==> src/rtl/freq_estimator_pkg.sv <==
// rtl/freq_estimator_pkg.sv - shared state encoding and divider timing constants
package freq_estimator_pkg;

  // Measurement controller states
  typedef enum logic [1:0] {
    ST_IDLE    = 2'd0,
    ST_MEASURE = 2'd1,
    ST_DIVIDE  = 2'd2
  } fe_state_e;

  // Cycles from the closing crossing to freq_valid when K = 0; each extra
  // bit of averaging (K) adds one quotient bit and so one divider step.
  localparam int DIV_LATENCY_BASE = 34;

  // Quotient bits (and divider iterations) for a given K: 2^(32+K) needs 33+K bits.
  function automatic int div_steps(input int k);
    return DIV_LATENCY_BASE - 1 + k;
  endfunction

endpackage

==> src/rtl/recip_divider.sv <==
// rtl/recip_divider.sv - sequential restoring divide of 2^(32+K) by a 32-bit divisor
module recip_divider
  import freq_estimator_pkg::*;
#(
  parameter int K = 2
) (
  input  logic        clk,
  input  logic        rst,
  input  logic        i_start,
  input  logic [31:0] i_divisor,
  output logic        o_done,
  output logic [31:0] o_quotient
);

  localparam int DW = div_steps(K);

  logic          r_busy;
  logic          r_done;
  logic [7:0]    r_iter;
  logic [31:0]   r_div;
  logic [31:0]   r_rem;
  logic [DW-1:0] r_dvd;
  logic [DW-1:0] r_quot;

  logic [32:0]   w_shift;
  logic [32:0]   w_diff;
  logic          w_ge;
  logic [31:0]   w_rem_next;
  logic          w_sat;

  // One restoring step: the partial remainder always stays below the divisor,
  // so after the subtract-or-keep decision it fits back into 32 bits.
  assign w_shift    = {r_rem, r_dvd[DW-1]};
  assign w_diff     = w_shift - {1'b0, r_div};
  assign w_ge       = (w_shift >= {1'b0, r_div});
  assign w_rem_next = w_ge ? w_diff[31:0] : w_shift[31:0];

  // Anything that needs more than 32 bits clamps to the largest tuning word
  assign w_sat      = |r_quot[DW-1:32];
  assign o_quotient = w_sat ? 32'hFFFF_FFFF : r_quot[31:0];
  assign o_done     = r_done;

  // Load on start, then one quotient bit per cycle, MSB first; done pulses with the last bit
  always_ff @(posedge clk or posedge rst) begin
    if (rst) begin
      r_busy <= 1'b0;
      r_done <= 1'b0;
      r_iter <= 8'd0;
      r_div  <= 32'd0;
      r_rem  <= 32'd0;
      r_dvd  <= '0;
      r_quot <= '0;
    end else begin
      r_done <= 1'b0;
      if (i_start) begin
        r_busy <= 1'b1;
        r_iter <= 8'(DW);
        r_div  <= i_divisor;
        r_rem  <= 32'd0;
        r_dvd  <= {1'b1, {(DW-1){1'b0}}};
        r_quot <= '0;
      end else if (r_busy) begin
        r_rem  <= w_rem_next;
        r_dvd  <= {r_dvd[DW-2:0], 1'b0};
        r_quot <= {r_quot[DW-2:0], w_ge};
        r_iter <= r_iter - 8'd1;
        if (r_iter == 8'd1) begin
          r_busy <= 1'b0;
          r_done <= 1'b1;
        end
      end
    end
  end

endmodule

==> src/rtl/freq_estimator.sv <==
// rtl/freq_estimator.sv - zero-crossing frequency estimator producing an NCO tuning word
module freq_estimator
  import freq_estimator_pkg::*;
#(
  parameter int WAVE_WIDTH      = 16,
  parameter int NUM_PERIODS     = 4,
  parameter int TIMEOUT_SAMPLES = 2**24
) (
  input  logic                         clk,
  input  logic                         rst,
  input  logic signed [WAVE_WIDTH-1:0] sample_in,
  input  logic                         sample_valid,
  input  logic        [WAVE_WIDTH-2:0] hysteresis,
  output logic        [31:0]           freq_out,
  output logic        [31:0]           period_out,
  output logic                         freq_valid,
  output logic                         locked,
  output logic                         timeout
);

  localparam int          K           = $clog2(NUM_PERIODS);
  localparam logic [31:0] LAST_CROSS  = 32'(NUM_PERIODS - 1);
  localparam logic [31:0] TIMEOUT_CNT = 32'(TIMEOUT_SAMPLES);

  fe_state_e r_state;
  fe_state_e w_state_next;

  logic        r_pol;
  logic [31:0] r_cnt;
  logic [31:0] r_cross;
  logic [31:0] r_period;
  logic [31:0] r_freq;
  logic        r_fv;
  logic        r_locked;
  logic        r_timeout;

  logic signed [WAVE_WIDTH:0] w_samp_ext;
  logic signed [WAVE_WIDTH:0] w_hyst_pos;
  logic signed [WAVE_WIDTH:0] w_hyst_neg;
  logic        w_above;
  logic        w_below;
  logic        w_rise;
  logic [31:0] w_cnt_inc;

  logic        w_clr_cnt;
  logic        w_inc_cnt;
  logic        w_inc_cross;
  logic        w_latch_period;
  logic        w_div_start;
  logic        w_timeout;
  logic        w_finish;
  logic        w_div_done;
  logic [31:0] w_div_quot;

  // Threshold compare one bit wider so that -hysteresis never overflows
  assign w_samp_ext = {sample_in[WAVE_WIDTH-1], sample_in};
  assign w_hyst_pos = {2'b00, hysteresis};
  assign w_hyst_neg = -w_hyst_pos;
  assign w_above    = (w_samp_ext > w_hyst_pos);
  assign w_below    = (w_samp_ext < w_hyst_neg);
  assign w_rise     = sample_valid & ~r_pol & w_above;
  assign w_cnt_inc  = r_cnt + 32'd1;

  // Polarity flag with hysteresis; it keeps tracking in every state
  always_ff @(posedge clk or posedge rst) begin
    if (rst) begin
      r_pol <= 1'b1;
    end else if (sample_valid) begin
      if (w_below) begin
        r_pol <= 1'b0;
      end else if (w_above) begin
        r_pol <= 1'b1;
      end
    end
  end

  // State register
  always_ff @(posedge clk or posedge rst) begin
    if (rst) begin
      r_state <= ST_IDLE;
    end else begin
      r_state <= w_state_next;
    end
  end

  // Next-state and datapath control
  always_comb begin
    w_state_next   = r_state;
    w_clr_cnt      = 1'b0;
    w_inc_cnt      = 1'b0;
    w_inc_cross    = 1'b0;
    w_latch_period = 1'b0;
    w_div_start    = 1'b0;
    w_timeout      = 1'b0;
    w_finish       = 1'b0;
    case (r_state)
      ST_IDLE: begin
        if (w_rise) begin
          w_clr_cnt    = 1'b1;
          w_state_next = ST_MEASURE;
        end
      end
      ST_MEASURE: begin
        if (sample_valid) begin
          // A closing crossing wins over a timeout landing on the same sample
          if (w_rise && (r_cross == LAST_CROSS)) begin
            w_latch_period = 1'b1;
            w_div_start    = 1'b1;
            w_state_next   = ST_DIVIDE;
          end else if (w_cnt_inc == TIMEOUT_CNT) begin
            w_timeout    = 1'b1;
            w_state_next = ST_IDLE;
          end else begin
            w_inc_cnt   = 1'b1;
            w_inc_cross = w_rise;
          end
        end
      end
      ST_DIVIDE: begin
        if (w_div_done) begin
          w_finish     = 1'b1;
          w_state_next = ST_IDLE;
        end
      end
      default: begin
        w_state_next = ST_IDLE;
      end
    endcase
  end

  // Sample and crossing counters for the current window
  always_ff @(posedge clk or posedge rst) begin
    if (rst) begin
      r_cnt   <= 32'd0;
      r_cross <= 32'd0;
    end else if (w_clr_cnt) begin
      r_cnt   <= 32'd0;
      r_cross <= 32'd0;
    end else if (w_inc_cnt) begin
      r_cnt <= w_cnt_inc;
      if (w_inc_cross) begin
        r_cross <= r_cross + 32'd1;
      end
    end
  end

  // Result registers, status flag and one-cycle pulses
  always_ff @(posedge clk or posedge rst) begin
    if (rst) begin
      r_period  <= 32'd0;
      r_freq    <= 32'd0;
      r_fv      <= 1'b0;
      r_locked  <= 1'b0;
      r_timeout <= 1'b0;
    end else begin
      r_fv      <= w_finish;
      r_timeout <= w_timeout;
      if (w_latch_period) begin
        r_period <= w_cnt_inc;
      end
      if (w_finish) begin
        r_freq   <= w_div_quot;
        r_locked <= 1'b1;
      end else if (w_timeout) begin
        r_locked <= 1'b0;
      end
    end
  end

  recip_divider #(
    .K(K)
  ) u_recip_divider (
    .clk       (clk),
    .rst       (rst),
    .i_start   (w_div_start),
    .i_divisor (w_cnt_inc),
    .o_done    (w_div_done),
    .o_quotient(w_div_quot)
  );

  assign freq_out   = r_freq;
  assign period_out = r_period;
  assign freq_valid = r_fv;
  assign locked     = r_locked;
  assign timeout    = r_timeout;

endmodule

==> config.mk <==
export PLATFORM = sky130hd
export DESIGN_NAME = freq_estimator
export DESIGN_NICKNAME = d
export VERILOG_FILES = /design/src/rtl/freq_estimator_pkg.sv /design/src/rtl/recip_divider.sv /design/src/rtl/freq_estimator.sv
export SDC_FILE = /design/constraint.sdc
export NUM_CORES = 1
export LEC_CHECK = 0
export ABC_CLOCK_PERIOD_IN_PS = 6200
export CORE_MARGIN = 1.5
export CORE_UTILIZATION = 54
export DETAILED_ROUTE_END_ITERATION = 12
export GPL_ROUTABILITY_DRIVEN = 0
export PLACE_DENSITY = 0.76
export SYNTH_ARGS = -nofsm -noshare
export SYNTH_HDL_FRONTEND = slang
export SYNTH_SLANG_ARGS = --single-unit
==> constraint.sdc <==
create_clock -name clk -period 6.2 [get_ports clk]
set_input_delay 0.93 -clock clk [delete_from_list [all_inputs] [get_ports clk]]
set_output_delay 0.93 -clock clk [all_outputs]
set_load 0.02 [all_outputs]
==> qor.yml, run 1 <==
hold_viol_final: 0
grt_remaining_overflow: 0
yosys.area_share.adder: 0.06640
worst_ep_required_time_ns: 6.60
cap_violations: 0
hpwlAfterDp_um: 22290
ys_async_sr_fraction: 1.000
port_buffers: 100
insertion_delay_ns: 0.54
synth-main-ff-cell: "dfrtp_1"
grt_max_degree: 166
synth_edf_count: 0
cts_tree: "yes"
drcViolationCount: 0
worstMarginPinSlew_ns: 1.149
start_util: 0.5487
cts.sinks: 212
synth_nets: 1560
hold_buffers: 0
vias: 11341
hp-start: "u_recip_divider.o_done"
stdcell_count: 1844
drt_wl_total_um: 32450
num_rows: 57
grt_pass1_vias: 11077
synthesis.area_um2: 13300
cellPowerDensity_nw_per_um2: 341.0
die_area_um2: 25590
rsz0062_at_grt: "false"
crit_end: "r_cnt[14]"
synth_area_leader_cell: "dfrtp_1"
cts_setup_buffers: 0
max_freq_mhz: 225.4
synth_mux_area_frac: 0.05953
routedWlPerCell_um: 17.60
synth_seq_cells: 212
yosysUniqueCellTypes: 72
crit_fanout: 36
setup_viol_count_final: 0
r2r_end: "r_cnt[14]"
synth_area_per_cell_um2: 9.137
r2r_cells: 9
start_kind: "flip-flop"
grt_util_all_layers: 0.2574
r2r_setup_slack_ns: 1.76
yosys_warnings: 0
synth_top_area_share: 0.3969
fin_nets: 1607
syn_to_final_growth_pct: 15.26
fin_skew_ns: 0.02819
synthSimpleGateAreaFrac: 0.2026
status: "finished clean"
post-route-min-period_ns: 4.437
diodes: 0
synth_top_family_by_area: "simple AND/OR/NAND/NOR gates"
placed_cells: 1802
worstPathArrival_ns: 4.84
synth_cells: 1456
clockBufferDepth: 3
hold_path.class: "reg2reg"
synth_area_leaders: "dfrtp_1 (40%), ha_1 (6.5%), mux2i_1 (5.9%)"
root_buffer: "clkbuf_16"
drtIter0Drc: 825
r2r_start: "r_cnt[0]"
critPathCaptureType: "flip-flop"
clk_pin_slew_ns: 0.06
grt_pass1_wl_um: 54940
viasPerCell: 6.150
p_leak_nw: 7.056
antenna_found_initial: 0
firstDrtPassIters: 5
setup_tns_ns: 0
numCtsBuffers: 23
ys_seq_area_frac: 0.3989
chipHeight_um: 160.0
vdd_drop_max_uv: 269.1
h-tree-depth: 1
ctsResizeCount: 0
slew_headroom: 0.2323
crit_start: "r_cnt[0]"
worstSetupPathType: "reg2reg"
drive_gt1_frac: 0.05592
detail-route-antenna-nets: 0
synth_compound_area_frac: 0.1853
slew_violations: 0
post-route-util: 0.6324
ios: 101
core_area_um2: 24250
fill_cells: 2007
die_x_um: 160.0
synth-xor-area-share: 0.03752
period_share: 0.7157
## power by group
part	total, mW	internal [mW]	switching, mW	leakage (nW)
clock network	1.58	0.994	0.583	0.438
logic	1.75	0.809	0.945	3.93
registers	1.90	1.67	0.231	2.69
## worst min path at each step
stage / to / slack, ns / depth (start not counted)
finish: r_state[1] / 0.47 / 1
global route: r_state[1] / 0.48 / 1
CTS: r_state[1] / 0.47 / 1
detailed placement: r_state[1] / 0.46 / 1
global placement: r_state[1] / 0.45 / 1
floorplan: r_state[1] / 0.43 / 1
## registers in the layout (all words and copies together) (netlist names)
| register | count |
|---|---|
| u_recip_divider.o_done | 1 |
| u_recip_divider.r_iter | 8 |
| r_state | 2 |
| r_cnt | 32 |
| u_recip_divider.r_rem | 32 |
| u_recip_divider.r_dvd | 1 |
| locked | 1 |
| r_pol | 1 |
| freq_out | 32 |
| period_out | 32 |
| u_recip_divider.r_busy | 1 |
| timeout | 1 |
| freq_valid | 1 |
| r_cross | 32 |
| u_recip_divider.r_quot | 35 |
## cells in the final DEF, fill, tap and decap left out, types with 8 or more instances in the layout
| cell | Yosys | routed |
|---|---|---|
| a21o_1 | 32 | 32 |
| a21oi_1 | 69 | 69 |
| a221o_1 | 17 | 17 |
| a31oi_1 | 28 | 28 |
| and2_1 | 8 | 8 |
| and3_1 | 20 | 20 |
| and4_1 | 13 | 13 |
| buf_4 | 7 | 11 |
| clkbuf_16 | 0 | 23 |
| clkdlybuf4s50_1 | 0 | 100 |
| dfrtp_1 | 211 | 210 |
| ha_1 | 69 | 69 |
| inv_1 | 73 | 72 |
| mux2i_1 | 78 | 78 |
| nand2_1 | 106 | 106 |
| nand2b_1 | 19 | 19 |
| nand3_1 | 47 | 47 |
| nand4_1 | 26 | 26 |
| nor2_1 | 110 | 109 |
| nor2b_1 | 17 | 17 |
| nor3_1 | 43 | 41 |
| nor3b_1 | 16 | 16 |
| nor4_1 | 30 | 30 |
| o21a_1 | 11 | 11 |
| o21ai_0 | 100 | 100 |
| o22a_1 | 32 | 32 |
| o31ai_1 | 11 | 11 |
| or3_1 | 20 | 20 |
| xnor2_1 | 33 | 33 |
| xor2_1 | 24 | 24 |
## final cells by class
class                           count  area, µm²  area share
Tap cell                          324      405.4     0.02644
Sequential cell                   212       5310      0.3463
Inverter                           73      277.8     0.01811
Timing Repair Buffer              112       1104     0.07196
Clock inverter                     14      241.5     0.01575
Clock buffer                       28      644.4     0.04202
Multi-Input combinational cell   1081       7352      0.4794
## logic make-up after synthesis
logic type / count (synthesis)
fa+ha+maj: 70
xor+xnor: 57
buf+inv: 163
flops: 212
compound gates: 364
simple gates: 511
mux: 79
## synth_stat cells, drive strengths merged (17+ instances only)
cell type / instances
nor2: 111
a21oi: 71
ha: 69
nand4: 27
a221o: 17
mux2i: 78
nor2b: 17
o21ai: 101
or3: 20
clkbuf: 63
o22a: 32
inv: 73
a31oi: 28
dfrtp: 211
nor3: 44
nand3: 50
and3: 21
nand2: 106
xnor2: 33
nand2b: 19
nor4: 32
xor2: 24
buf: 27
a21o: 32
## per-layer routing
metal / global-route usage / vias up / wire length [µm]
met1: 0.3481 / 5513 / 14320
met4: 0.1024 / 0 / 1140
met5: 0 / - / 0
li1: - / 5418 / -
met2: 0.4255 / 335 / 15300
met3: 0.02753 / 75 / 1693
## worst max-delay path, stage by stage (launching register included)
cell and delay [ns]:
dfrtp_1 0.57, ha_1 0.37, nand3_2 0.20, or2_1 0.41, nor4_2 0.60, a31oi_1 0.15
or3_1 0.47, o21ai_4 0.72, nor2_2 0.37, a221o_1 0.45
## through the flow
stage | power, mW | hold WS, ns | instance area [µm²] | setup WS, ns
final | 5.229 | 0.4674 | 15330 | 1.763
after global routing | 5.545 | 0.4821 | 15330 | 1.401
after CTS | 5.247 | 0.4679 | 15330 | 1.797
after detailed placement | 3.652 | 0.4565 | 14450 | 1.248
after global placement | 3.584 | 0.4523 | 14450 | 1.430
after floorplan | 3.223 | 0.4280 | 13310 | 2.515
Power figures use the tool's default switching activity.
==> run 2: changes to the inputs <==
--- a/config.mk
+++ b/config.mk
@@ -5,12 +5,12 @@
 export SDC_FILE = /design/constraint.sdc
 export NUM_CORES = 1
 export LEC_CHECK = 0
-export ABC_CLOCK_PERIOD_IN_PS = 6200
+export ABC_CLOCK_PERIOD_IN_PS = 4300
 export CORE_MARGIN = 1.5
-export CORE_UTILIZATION = 54
+export CORE_UTILIZATION = 60
 export DETAILED_ROUTE_END_ITERATION = 12
 export GPL_ROUTABILITY_DRIVEN = 0
-export PLACE_DENSITY = 0.76
+export PLACE_DENSITY = 0.81
 export SYNTH_ARGS = -nofsm -noshare
 export SYNTH_HDL_FRONTEND = slang
 export SYNTH_SLANG_ARGS = --single-unit
==> constraint.sdc (replaced) <==
create_clock -name clk -period 4.3 [get_ports clk]
set_input_delay 0.645 -clock clk [delete_from_list [all_inputs] [get_ports clk]]
set_output_delay 0.645 -clock clk [all_outputs]
set_load 0.02 [all_outputs]
==> run 2 against run 1 <==
  * Clock skew grew 0.012 ns
  * First-iteration DRC count rose by 11%
  * Setup slack lost 1.5 ns
  * Flip-flop and latch count unchanged
  * Critical path depth rose by 2
  * Total power is 42% higher
  * Cell count down 1.8%
  * Routed wire length up 0.46%
  * Non-clock buffer count is 8 higher
  * Clock power is 34% higher
==> qor.yml, run 2 (synthesis results as in run 1) <==
status: "finished clean"
slew_headroom: 0.2589
drtIter0Drc: 913
cap_violations: 0
worstPathArrival_ns: 4.50
firstDrtPassIters: 5
antenna_found_initial: 0
crit_chain: "ha_1 -> nand3_2 -> or2_1 -> nor4_4 -> o2bb2ai_1 -> a31oi_1 -> or3_1 -> o21a_1 -> a21oi_2 -> buf_4 -> a221o_1"
chipHeight_um: 151.9
hold_viol_final: 0
fin_skew_ns: 0.04057
cts.sinks: 212
grt_remaining_overflow: 0
max_freq_mhz: 247.1
ios: 101
stdcell_count: 1811
diodes: 0
cts_tree: "yes"
vias: 11362
grt_pass1_vias: 11086
setup_viol_count_final: 0
cts_setup_buffers: 0
num_rows: 54
worstSetupPathType: "reg2reg"
start_util: 0.6115
p_leak_nw: 7.070
h-tree-depth: 1
max_stage_delay_ns: 0.62
grt_max_degree: 115
insertion_delay_ns: 0.55
core_area_um2: 21760
crit_fanout: 17
placed_cells: 1766
start_kind: "flip-flop"
root_buffer: "clkbuf_16"
grt_pass1_wl_um: 54860
slew_violations: 0
vdd_drop_max_uv: 373.2
largest_register: "u_recip_divider.r_quot"
drcViolationCount: 0
numCtsBuffers: 24
drt_wl_total_um: 32600
syn_to_final_growth_pct: 15.25
fin_nets: 1617
critPathCaptureType: "flip-flop"
cellPowerDensity_nw_per_um2: 483.0
detail-route-antenna-nets: 0
port_buffers: 100
critPathSlowestCell: "a21oi_2"
ctsResizeCount: 0
clockBufferDepth: 3
worstMarginPinSlew_ns: 1.109
routedWlPerCell_um: 18.00
hpwlAfterDp_um: 21770
worst_ep_required_time_ns: 4.75
largest_reg_flops: 35
die_area_um2: 23080
viasPerCell: 6.274
rsz0062_at_grt: "false"
grt_util_all_layers: 0.2810
hold_path.class: "reg2reg"
drive_gt1_frac: 0.06140
clk_pin_slew_ns: 0.07
setup_tns_ns: 0
hold_buffers: 0
period_share: 0.9410
die_x_um: 151.9
mostFrequentLayoutCells: "dfrtp_1 (210), nor2_1 (109), nand2_1 (106), o21ai_0 (100), clkdlybuf4s50_1 (100)"
post-route-min-period_ns: 4.046
final_common_cell: "dfrtp_1"
-- run 2: cell types whose count changed in the layout (fill, tap and decap cells not counted), sizes merged --
cell      change
clkbuf        +2
clkinv        +2
bufinv        -4
clkinvlp      +3
buf           +8
inv           -1
o21ai         +1
-- run 2: where the power goes --
| part | internal (mW) | switching (mW) | total (mW) |
|---|---|---|---|
| clock | 1.23 | 0.878 | 2.11 |
| combinational | 1.18 | 1.36 | 2.54 |
| sequential | 2.40 | 0.360 | 2.76 |
| total | 4.81 | 2.59 | 7.41 |
-- run 2: path summary, 6_finish.rpt --
path | from | endpoint | slack (ns) | cells after the start
worst min register to register | u_recip_divider.o_done | r_state[1] | 0.46 | 1
worst max register to register | r_cnt[0] | r_cnt[17] | 0.25 | 11
worst max-delay path | r_cnt[0] | r_cnt[17] | 0.25 | 11
worst min-delay path | u_recip_divider.o_done | r_state[1] | 0.46 | 1
min in group asynchronous | rst | u_recip_divider.r_dvd[34] | 0.65 | 3
max in group asynchronous | rst | u_recip_divider.r_busy | 3.10 | 3
-- run 2: stage by stage --
stage | worst slack (ns) | total power [mW] | hold slack [ns] | cell area, µm² | util
after floorplan | 0.8996 | 4.647 | 0.4280 | 13310 | -
after global placement | 0.4093 | 5.171 | 0.4419 | 14490 | 0.6661
after detailed placement | 0.2271 | 5.266 | 0.4535 | 14490 | 0.6661
after CTS | 0.3025 | 7.411 | 0.4646 | 15320 | 0.7044
after global routing | 0.01726 | 7.864 | 0.5252 | 15330 | 0.7048
final | 0.2537 | 7.407 | 0.4559 | 15330 | 0.7048
-- run 2: metal layers --
layer	global-route usage	vias up	part of all wire
met5	0	-	0
met4	0.08460	0	0.028
li1	-	5448	-
met1	0.3775	5514	0.44
met3	0.03394	68	0.049
met2	0.4777	332	0.48
-- run 2: final cells by class --
cell class,count,area [µm²]
fillers,1688,6422
flip-flops and latches,212,5310
clock buffers,30,663.1
repair buffers,120,1201
clock inverters,14,170.2
well taps,280,350.3
multi-input cells,1082,7361
inverters,73,277.8
-- run 2: worst max-delay path: cells and delay by family (launching register included) --
kind	cells	cell delay (ns)
DFF	1	0.35
and+or+nand+nor	4	1.54
AOI/OAI and AO/OA	5	1.37
adders and majority gates	1	0.30
buffers and inverters	1	0.37
==> run 3: changes to the inputs <==
--- a/config.mk
+++ b/config.mk
@@ -10,7 +10,7 @@
 export CORE_UTILIZATION = 60
 export DETAILED_ROUTE_END_ITERATION = 12
 export GPL_ROUTABILITY_DRIVEN = 0
-export PLACE_DENSITY = 0.81
+export PLACE_DENSITY = 0.79
 export SYNTH_ARGS = -nofsm -noshare
 export SYNTH_HDL_FRONTEND = slang
 export SYNTH_SLANG_ARGS = --single-unit
==> run 3 against run 2 <==
  * Clock skew decreased by 0.025 ns
  * Combinational power about the same
  * Register-to-register slack improved by 0.07 ns
  * Critical endpoint is now r_cnt[28]
  * Largest power group unchanged
==> qor.yml, run 3 (synthesis results as in run 1) <==
status: "finished clean"
fin_skew_ns: 0.01536
stdcell_count: 1816
die_x_um: 151.9
rsz0062_at_grt: "false"
drt_wl_total_um: 32970
vdd_drop_max_uv: 344.9
root_buffer: "clkbuf_16"
cts.sinks: 212
worstSetupPathType: "reg2reg"
clk_pin_slew_ns: 0.06
ios: 101
timing.hold.ws_ns: 0.4001
diodes: 0
r2r_start: "r_cnt[0]"
num_rows: 54
viasPerCell: 6.270
routedWlPerCell_um: 18.16
insertion_delay_ns: 0.54
firstDrtPassIters: 5
drive_gt1_frac: 0.06185
p_seq_frac: 0.377
grt_pass1_wl_um: 55870
hpwlAfterDp_um: 22550
drtIter0Drc: 755
vias: 11386
post-route-min-period_ns: 3.977
numCtsBuffers: 24
critPathCaptureType: "flip-flop"
crit_fanout: 36
final_common_cell: "dfrtp_1"
start_kind: "flip-flop"
hold_path.class: "in2async"
slew_violations: 0
grt_remaining_overflow: 0
slew_headroom: 0.2201
fin_nets: 1623
drcViolationCount: 0
clockBufferDepth: 3
pwr-share-comb: 0.350
core_area_um2: 21760
p_sw_mw: 2.573
largest_register: "u_recip_divider.r_quot"
max_freq_mhz: 251.5
h-tree-depth: 1
grt_util_all_layers: 0.2875
syn_to_final_growth_pct: 15.02
clkPwrFrac: 0.274
fill_cells: 1716
cts_setup_buffers: 0
cellPowerDensity_nw_per_um2: 477.5
worstPathArrival_ns: 4.39
grt_max_degree: 97
r2r_cells: 12
port_buffers: 100
die_area_um2: 23080
start_util: 0.6115
chipHeight_um: 151.9
largest_reg_flops: 35
mostFrequentLayoutCells: "dfrtp_1 (210), nor2_1 (109), nand2_1 (106), o21ai_0 (100), clkdlybuf4s50_1 (100)"
setup_tns_ns: 0
period_share: 0.9249
p_leak_nw: 7.079
r2r_setup_slack_ns: 0.32
hold_viol_final: 0
worstMarginPinSlew_ns: 1.170
placed_cells: 1773
worst_ep_required_time_ns: 4.71
r2r_end: "r_cnt[28]"
antenna_found_initial: 0
p_int_mw: 4.733
cts_tree: "yes"
p_sw_frac: 0.3522
cap_violations: 0
hold_buffers: 0
detail-route-antenna-nets: 0
ctsResizeCount: 0
setup_viol_count_final: 0
grt_pass1_vias: 11255
run 3: cell count changes in the layout (fill, tap and decap cells not counted), sizes merged:
| cell | before | now |
|---|---|---|
| buf | 20 | 27 |
| bufinv | 2 | 1 |
| clkbuf | 30 | 33 |
| clkinvlp | 5 | 2 |
| o21ai | 102 | 101 |
run 3: power groups by stage:
stage          Sequential [mW]  Combinational (mW)  Clock (mW)
4_1_cts                   2.75                2.55        2.03
3_5_place_dp              2.77                2.52           0
2_1_floorplan             2.71                1.93           0
3_3_place_gp              2.76                2.41           0
5_1_grt                   2.80                2.87        2.10
6_report                  2.75                2.55        2.00
run 3: cell type report:
type / count / area (µm²) / share of cell area
Multi-Input combinational cell: 1081 / 7352 / 0.4805
Sequential cell: 212 / 5310 / 0.3470
Timing Repair Buffer: 127 / 1241 / 0.08111
Clock buffer: 33 / 664.4 / 0.04342
Tap cell: 280 / 350.3 / 0.02289
Inverter: 73 / 277.8 / 0.01815
Clock inverter: 10 / 106.4 / 0.006950
run 3: how the worst max path moves through the flow:
| stage | startpoint | endpoint | slack [ns] | depth (start not counted) |
|---|---|---|---|---|
| after floorplan | rst | freq_out[0] | 0.90 | 1 |
| after global placement | hysteresis[13] | r_cnt[17] | 0.22 | 13 |
| after detailed placement | hysteresis[14] | r_cnt[20] | 0.05 | 13 |
| after CTS | r_cnt[0] | r_cnt[28] | 0.40 | 12 |
| after global routing | r_cnt[0] | r_cnt[19] | 0.15 | 12 |
| final | r_cnt[0] | r_cnt[28] | 0.32 | 12 |
run 3: layer usage:
layer / track usage / vias up / wire length, µm / part of all wire
li1: - / 5451 / - / -
met1: 0.3883 / 5527 / 14560 / 0.44
met2: 0.4661 / 330 / 15240 / 0.46
met3: 0.04107 / 78 / 1899 / 0.058
met4: 0.1197 / 0 / 1284 / 0.039
met5: 0 / - / 0 / 0
run 3: stage by stage:
step                      instance area [µm²]  total power, mW  setup slack (ns)  utilization
after global placement                  14530            5.169            0.2185       0.6679
after floorplan                         13310            4.647            0.8996            -
final                                   15300            7.307            0.3231       0.7034
after CTS                               15300            7.328            0.3952       0.7034
after global routing                    15300            7.767            0.1487       0.7034
after detailed placement                14530            5.295           0.05433       0.6679
run 3: worst max-delay path, stage by stage (launching register included):
cell	delay (ns)
dfrtp_1	0.39
ha_1	0.31
nand3_2	0.12
or2_1	0.38
nor4_4	0.39
o2bb2ai_1	0.17
a31oi_1	0.11
or3_1	0.45
buf_4	0.18
o21ai_4	0.69
nor2_2	0.03
buf_4	0.25
a221o_1	0.38
